`src/rtl/mips_cpu_pc_sequencer_if.sv`:
```
// Instruction-fetch bus between the PC sequencer (master) and instruction memory (slave).
interface mips_cpu_pc_sequencer_if;
  logic        fetch_read;
  logic        fetch_waitrequest;
  logic [31:0] instr_readdata;

  modport master (
    output fetch_read,
    input  fetch_waitrequest,
    input  instr_readdata
  );

  modport slave (
    input  fetch_read,
    output fetch_waitrequest,
    output instr_readdata
  );
endinterface

```
`src/rtl/mips_cpu_pc_sequencer.sv`:
```
// Multi-cycle MIPS PC sequencer: fetch/execute control, branch/jump decode,
// delay-slot tracking, link strobes, halt on jump to HALT_ADDR.
module mips_cpu_pc_sequencer #(
  parameter logic [31:0] HALT_ADDR = 32'h0000_0000
) (
  input  logic                           clk,
  input  logic                           rst,
  mips_cpu_pc_sequencer_if.master        fetch,
  input  logic [31:0]                    rs_data,
  input  logic [31:0]                    rt_data,
  input  logic                           ext_stall,
  output logic [1:0]                     pc_ctrl,
  output logic                           pc_en,
  output logic                           link_en,
  output logic                           in_delay_slot,
  output logic                           active,
  output logic                           fault
);

  typedef enum logic [1:0] {FETCH, EXEC, HALT} state_t;

  localparam logic [1:0] PC_PLUS4  = 2'd0;
  localparam logic [1:0] PC_BRANCH = 2'd1;
  localparam logic [1:0] PC_JUMP   = 2'd2;
  localparam logic [1:0] PC_REG    = 2'd3;

  state_t      state_reg, state_next;
  logic [31:0] instr_reg, instr_next;
  logic        in_ds_reg, in_ds_next;
  logic        halt_pend_reg, halt_pend_next;
  logic        fault_reg, fault_next;

  logic [5:0]  op;
  logic [4:0]  rt_field;
  logic [5:0]  funct;
  logic        is_ctrl, is_link, is_jr;
  logic [1:0]  sel;
  logic        rs_neg, rs_zero;
  logic        fetch_read_c;
  logic        unused_instr_bits;

  assign op       = instr_reg[31:26];
  assign rt_field = instr_reg[20:16];
  assign funct    = instr_reg[5:0];
  assign rs_neg   = rs_data[31];
  assign rs_zero  = (rs_data == 32'd0);
  assign unused_instr_bits = ^{instr_reg[25:21], instr_reg[15:6]};

  // Decode works on the latched instruction and the live register operands.
  always_comb begin
    is_ctrl = 1'b0;
    is_link = 1'b0;
    is_jr   = 1'b0;
    sel     = PC_PLUS4;
    case (op)
      6'd0: begin
        if (funct == 6'd8 || funct == 6'd9) begin
          is_ctrl = 1'b1;
          is_jr   = 1'b1;
          is_link = (funct == 6'd9);
          sel     = PC_REG;
        end
      end
      6'd1: begin
        case (rt_field)
          5'd0:  begin is_ctrl = 1'b1; sel = rs_neg  ? PC_BRANCH : PC_PLUS4; end
          5'd1:  begin is_ctrl = 1'b1; sel = !rs_neg ? PC_BRANCH : PC_PLUS4; end
          5'd16: begin is_ctrl = 1'b1; is_link = 1'b1; sel = rs_neg  ? PC_BRANCH : PC_PLUS4; end
          5'd17: begin is_ctrl = 1'b1; is_link = 1'b1; sel = !rs_neg ? PC_BRANCH : PC_PLUS4; end
          default: ;
        endcase
      end
      6'd2: begin is_ctrl = 1'b1; sel = PC_JUMP; end
      6'd3: begin is_ctrl = 1'b1; is_link = 1'b1; sel = PC_JUMP; end
      6'd4: begin is_ctrl = 1'b1; sel = (rs_data == rt_data) ? PC_BRANCH : PC_PLUS4; end
      6'd5: begin is_ctrl = 1'b1; sel = (rs_data != rt_data) ? PC_BRANCH : PC_PLUS4; end
      6'd6: begin is_ctrl = 1'b1; sel = (rs_neg || rs_zero) ? PC_BRANCH : PC_PLUS4; end
      6'd7: begin is_ctrl = 1'b1; sel = (!rs_neg && !rs_zero) ? PC_BRANCH : PC_PLUS4; end
      default: ;
    endcase
  end

  always_ff @(posedge clk or negedge rst) begin
    if (!rst) begin
      state_reg     <= FETCH;
      instr_reg     <= 32'd0;
      in_ds_reg     <= 1'b0;
      halt_pend_reg <= 1'b0;
      fault_reg     <= 1'b0;
    end else begin
      state_reg     <= state_next;
      instr_reg     <= instr_next;
      in_ds_reg     <= in_ds_next;
      halt_pend_reg <= halt_pend_next;
      fault_reg     <= fault_next;
    end
  end

  always_comb begin
    state_next     = state_reg;
    instr_next     = instr_reg;
    in_ds_next     = in_ds_reg;
    halt_pend_next = halt_pend_reg;
    fault_next     = fault_reg;
    fetch_read_c   = 1'b0;
    pc_en          = 1'b0;
    pc_ctrl        = PC_PLUS4;
    link_en        = 1'b0;
    case (state_reg)
      FETCH: begin
        fetch_read_c = 1'b1;
        if (!fetch.fetch_waitrequest) begin
          instr_next = fetch.instr_readdata;
          state_next = EXEC;
        end
      end
      EXEC: begin
        if (!ext_stall) begin
          pc_en = 1'b1;
          // A control transfer inside a delay slot is neutralised and flagged.
          if (is_ctrl && in_ds_reg) begin
            fault_next = 1'b1;
            in_ds_next = 1'b0;
          end else begin
            pc_ctrl    = sel;
            link_en    = is_link;
            in_ds_next = is_ctrl;
            if (is_jr && rs_data == HALT_ADDR)
              halt_pend_next = 1'b1;
          end
          if (halt_pend_reg) begin
            halt_pend_next = 1'b0;
            state_next     = HALT;
          end else begin
            state_next = FETCH;
          end
        end
      end
      HALT: ;
      default: state_next = FETCH;
    endcase
  end

  // Registers sit in FETCH during reset, so the request is masked by rst.
  assign fetch.fetch_read = fetch_read_c & rst;
  assign in_delay_slot    = in_ds_reg;
  assign fault            = fault_reg;
  assign active           = (state_reg != HALT);

endmodule

```
`src/flat_wrapper.sv`:
```
// flat-port wrapper written by rule: the top's interface ports become plain ports
module mips_cpu_pc_sequencer_flat 
#(
  parameter logic [31:0] HALT_ADDR = 32'h0000_0000
)
  (clk, rst, rs_data, rt_data, ext_stall, pc_ctrl, pc_en, link_en, in_delay_slot, active, fault, fetch_fetch_read, fetch_fetch_waitrequest, fetch_instr_readdata);
  mips_cpu_pc_sequencer_if fetch_i ();
  input  logic clk;
  input  logic rst;
  input  logic [31:0] rs_data;
  input  logic [31:0] rt_data;
  input  logic ext_stall;
  output logic [1:0] pc_ctrl;
  output logic pc_en;
  output logic link_en;
  output logic in_delay_slot;
  output logic active;
  output logic fault;
  output wire logic [$bits(fetch_i.fetch_read)-1:0] fetch_fetch_read;
  input wire logic [$bits(fetch_i.fetch_waitrequest)-1:0] fetch_fetch_waitrequest;
  input wire logic [$bits(fetch_i.instr_readdata)-1:0] fetch_instr_readdata;
  assign fetch_fetch_read = fetch_i.fetch_read;
  assign fetch_i.fetch_waitrequest = fetch_fetch_waitrequest;
  assign fetch_i.instr_readdata = fetch_instr_readdata;
  mips_cpu_pc_sequencer #(.HALT_ADDR(HALT_ADDR)) u_core (.clk(clk), .rst(rst), .fetch(fetch_i), .rs_data(rs_data), .rt_data(rt_data), .ext_stall(ext_stall), .pc_ctrl(pc_ctrl), .pc_en(pc_en), .link_en(link_en), .in_delay_slot(in_delay_slot), .active(active), .fault(fault));
endmodule
```
`config.mk`:
```
export PLATFORM = sky130hd
export DESIGN_NAME = mips_cpu_pc_sequencer_flat
export DESIGN_NICKNAME = d
export VERILOG_FILES = /design/src/rtl/mips_cpu_pc_sequencer_if.sv /design/src/rtl/mips_cpu_pc_sequencer.sv /design/src/flat_wrapper.sv
export SDC_FILE = /design/constraint.sdc
export NUM_CORES = 1
export LEC_CHECK = 0
export BUFFER_PORTS_ARGS = -buffer_cell sky130_fd_sc_hd__buf_2
export CAP_MARGIN = 20
export CORE_MARGIN = 2
export CORE_UTILIZATION = 40
export CTS_BUF_LIST = sky130_fd_sc_hd__clkbuf_4
export CTS_CLUSTER_SIZE = 40
export DETAILED_ROUTE_END_ITERATION = 12
export GPL_TIMING_DRIVEN = 0
export PLACE_DENSITY = 0.89
export SYNTH_ARGS = -nofsm -noshare
export SYNTH_HDL_FRONTEND = slang
export SYNTH_SLANG_ARGS = --single-unit
```
`constraint.sdc`:
```
create_clock -name clk -period 3.8 [get_ports clk]
set_clock_uncertainty 0.2 [all_clocks]
set_input_delay 0.19 -clock clk [delete_from_list [all_inputs] [get_ports clk]]
set_output_delay 0.19 -clock clk [all_outputs]
set_load 0.05 [all_outputs]
```
---- After elaboration in Yosys (flattened, before gate mapping) ----
Cells that the tools add are included.
storage, ports and cells
  register bits ........................... 37
cells by class
  bitwise gates (word level) .............. 4
  multiplexer cells ....................... 33
  reduce and logical (&&, ||, !) cells .... 21
  equal/unequal tests ..................... 19
operators with widths
  kind                                                 number
  equality test 32 bit                                 1
  logical NOT 32 bit                                   1
  inequality test 32 bit                               1
  equality test 6 x 3 -> 1 bit, second input constant  4
  two-way mux 1 bit                                    21
  two-way mux 2 bit                                    7
  one-hot mux 2 bit (7 select lines)                   1
  equality test 6 x 2 -> 1 bit, second input constant  2
  equality test 6 x 4 -> 1 bit, second input constant  2
  equality test 5 bit, second input constant           2
  OR reduction 2 bit                                   4
  equality test 6 x 1 -> 1 bit, second input constant  1
  logical NOT 6 bit                                    1
  inequality test 2 bit, second input constant         3
  one-hot mux 1 bit (3 select lines)                   2
  one-hot mux 2 bit (3 select lines)                   1
  AND reduction 3 bit                                  2
  OR reduction 6 bit                                   1
  equality test 5 x 1 -> 1 bit, second input constant  1
  logical NOT 5 bit                                    1
  one-hot mux 2 bit (2 select lines)                   1
  AND reduction 2 bit                                  2
  OR reduction 4 bit                                   1
  logical AND 1 bit                                    3
  7 further kinds                                      11

---- Longest topological paths before layout ----
  depth after elaboration ................. 8
  depth in mapped cells ................... 7
  gate-level depth less buffers ........... 7

---- Worst setup path before layout ----
No wires, ideal clock.
  path type ............................... reg-to-output
  start ................................... register u_core.instr_reg[29]
  end ..................................... output port pc_ctrl[0]
  slack ................................... 1.530 ns
  arrival ................................. 1.880 ns
  required time ........................... 3.410 ns
  cell stages (with the launch flop) ...... 5
  cells stage by stage .................... dfrtp_1 or4b_4 or3_1 nand4b_1 or3b_1
between the ends
  longest elaborated chain between the ends .. 7
  elaborated cells between the ends (all ways) .. 16
  those cells by class .................... eq/ne (7); mux (5); reduce/logical (4)
ends and longest elaborated chain
  what                                                                          RTL line                      RTL
  from (decl)                                                                   mips_cpu_pc_sequencer.sv:28   logic [31:0] instr_reg, instr_next;
  from (signal assigned)                                                        mips_cpu_pc_sequencer.sv:92   instr_reg <= instr_next;
  equality test 6 x 2 -> 1 bit or equality test 6 x 3 -> 1 bit (tied branches)  mips_cpu_pc_sequencer.sv:55   case (op)
  OR reduction 6 bit (no source line)                                           -
  one-hot mux 1 bit (3 select lines)                                            mips_cpu_pc_sequencer.sv:55
  logical AND 1 bit                                                             mips_cpu_pc_sequencer.sv:121  if (is_ctrl && in_ds_reg) begin
  two-way mux 2 bit *                                                           mips_cpu_pc_sequencer.sv:121
  two-way mux 2 bit *                                                           mips_cpu_pc_sequencer.sv:118  if (!ext_stall) begin
  two-way mux 2 bit *                                                           mips_cpu_pc_sequencer.sv:109  case (state_reg)
  to (decl)                                                                     flat_wrapper.sv:13            output logic [1:0] pc_ctrl;
Mark *: on every way between the ends. The rest lies on a longest branch, timed or not.

---- Worst setup path in the final report ----
  start ................................... register u_core.instr_reg[2]
  end ..................................... output port pc_ctrl[0]
between the ends
  longest elaborated chain between the ends .. 8
  elaborated cells between the ends (all ways) .. 11
  those cells by class .................... eq/ne (2); mux (7); reduce/logical (2)
ends and longest elaborated chain
  what                                RTL line                      RTL
  equality test 6 x 4 -> 1 bit        mips_cpu_pc_sequencer.sv:57   if (funct == 6'd8 || funct == 6'd9) begin
  logical OR 1 bit *                  mips_cpu_pc_sequencer.sv:57
  two-way mux 1 bit                   mips_cpu_pc_sequencer.sv:57
  one-hot mux 1 bit (3 select lines)  mips_cpu_pc_sequencer.sv:55
  logical AND 1 bit                   mips_cpu_pc_sequencer.sv:121
  two-way mux 2 bit *                 mips_cpu_pc_sequencer.sv:121
  two-way mux 2 bit *                 mips_cpu_pc_sequencer.sv:118
  two-way mux 2 bit *                 mips_cpu_pc_sequencer.sv:109
Marked as above.

==> summary.txt <==
design area: 2268 sq um
P_leak: 0.0009999 uW
Setup CP Type: register to output pin
Iter 0 DRT Violations: 22
slowest CP cell: nor4b_1
Final Hold Fails: 0
Port-buffer cells: 92
setup bufs post-CTS: 0
Data required, critical path: 3.41 ns
total vias in the final route: 1590
clock latency on the worst-skew pair: 0.30 ns
Worst setup SP type: register
leading area contributor after synthesis: dfrtp_1
final setup fails: 0
part of the power in registers: 0.464
Core Region: 3689 sq um
CTS H-tree lvls: 1
CP Capture Type: output pin
Cell Chain, Critical Path: nor4b_1, a2111oi_1, o21ba_2, o41a_1, or3b_1, buf_2
clk slew on worst S/H paths: 0.11 ns
clock buffer depth: 2
largest net degree at the start of global routing: 24
total CTS buffers: 3
CP arrival: 2.37 ns
Non-Filler Instances: 310
dpl ws: 1.342 ns
post-route setup slack: 1.041 ns
DRT antenna net count: 0
Syn-to-layout area delta: 47.76%
top_reg_cell synth: dfrtp_1
Sw Pwr: 251.0 uW
final slew viol count: 0
power density over the cells: 316.5 nW/um^2
fin crit share: 0.7261
num rows: 22
full die area: 4349 sq um
root buffer cell: clkbuf_4
top cells by instance count after synthesis: 32 x xnor2_1, 22 x dfrtp_1, 11 x nand4_1
Top Ports: 108
clock share of power: 0.140
vias in the first global route: 1641
Setup TNS: 0 ns
combinational power share: 0.396
Max VDD drop: 351.8 uV
total grt overflow: 0
Seq/Total Area, Yosys: 0.3586
RD Place Congestion: 0.7502
Slew HR: 0.5668
Net Count, Synth: 248
CP bufs+invs: 1
CP top delay family: simple AND/OR/NAND/NOR gates
initial antenna violation count: 0
max_cap viols: 0
Cell Area, Synth: 1535 sq um
Critical Path Max Stage Delay: 0.52 ns
count leader, synth: xnor2_1
max reg flops: 17
final wirelength: 4427 um
dpl cells: 288
Tmin final: 2.759 ns
gr usage total: 0.2080
Avg WL per Cell: 14.28 um
Die H: 65.95 um
Post-Place Cell Area: 2056 sq um
synth warn: 0
Post-synth EDFFs: 0
drt first pass iters: 4
vias per inst: 5.129
antenna cell count: 0
Post-Synthesis Cells: 148
CTS sink cnt: 22
RSZ-0062 raised after global routing: false
initial core utilization: 0.4162
Fmax: 362.4 MHz
layout cell share with drive strength beyond 1: 0.4466
area share of the largest cell type after synthesis: 0.3586
synthesized flop and latch total: 22
unique cell type count in the Yosys netlist: 40
die span in x: 65.95 um
DRC Markers: 0
first-pass GRT wire length: 6975 um
outcome: completed
HP Class: input port to register
Int Pwr: 466.9 uW
R2R Setup Slk: 1.58 ns
TritonCTS clock tree: yes
Crit Path Max Fanout: 3
worst-margin pin slew: 0.6462 ns
sw frac: 0.3496
final net count: 364
fin util: 0.6150
Synth area leaders: dfrtp_1 36%, xnor2_1 18%, mux2_2 6.6%
average instance area after synthesis: 10.37 sq um
CTS resizes: 0
DP HPWL: 3438 um
Async SR Flop Fraction: 1.000
[power by group through the flow]
stage / registers [uW] / clock network, uW / logic, uW
6_report: 333 / 100 / 285
4_1_cts: 332 / 103 / 284
3_3_place_gp: 333 / 0 / 263
2_1_floorplan: 352 / 0 / 146
5_1_grt: 342 / 115 / 311
3_5_place_dp: 336 / 0 / 268
[worst reg2reg max path, cell delays in order (launching register included)]
cell	delay, ns
dfrtp_1	0.46
nor3_2	0.58
clkbuf_1	0.48
mux2_2	0.39
[routing by layer]
metal / track usage / share of wire / vias up
met5: 0 / 0 / -
met4: 0.05867 / 0.023 / 0
met3: 0.03407 / 0.080 / 9
met2: 0.4482 / 0.54 / 77
met1: 0.1923 / 0.36 / 729
li1: - / - / 775
[placed cells by master, fill, tap and decap left out, drive strengths merged, types with 2 or more instances in the layout]
master       count
buf             92
dfrtp           22
xnor2           32
nor4            11
mux2            16
o21ai            5
or3              3
dlygate4sd3     19
nor4b            2
inv              4
nor2            10
nand2b           3
nand2            4
o21a             3
nand4           11
nor3             3
clkbuf           5
[metrics by stage]
stage          total power [uW]  hold WS [ns]
6_report                  717.9      0.006723
5_1_grt                   768.5       0.02837
4_1_cts                   719.4      0.006490
3_5_place_dp              604.0      -0.02503
3_3_place_gp              596.0      -0.02978
2_1_floorplan             497.9       -0.3056
[worst paths after layout]
kind,from,to,cells past startpoint
setup / recovery,u_core.instr_reg[2],pc_ctrl[0],6
hold / removal,fetch_fetch_waitrequest,u_core.state_reg[0],4
setup reg to reg,u_core.state_reg[0],u_core.instr_reg[1],3
hold reg to reg,u_core.instr_reg[3],u_core.instr_reg[3],1
max in group asynchronous,rst,u_core.instr_reg[5],2
min in group asynchronous,rst,u_core.instr_reg[18],2
[what timing repair did]
item                                    CTS  global route
endpoints found under the hold margin    40             0
hold buffers                             19             0
endpoints found under the setup margin    0             0
[cell type report]
type / instances / area, sq um
fillers: 296 / 1420
plain buffers: 2 / 7.507
repair buffers: 111 / 650.6
multi-input cells: 120 / 962.2
clock buffers: 3 / 22.52
inverters: 4 / 15.01
well taps: 48 / 60.06
flip-flops and latches: 22 / 550.5
[kinds of logic after synthesis]
group	share of synthesized area
DFF	0.3586
muxes	0.1174
and+or+nand+nor	0.2510
xor gates and xnor gates	0.1826
buffers and inverters	0.01467
AOI/OAI and AO/OA	0.07579
Note: power is estimated with default switching activity, not from simulation.
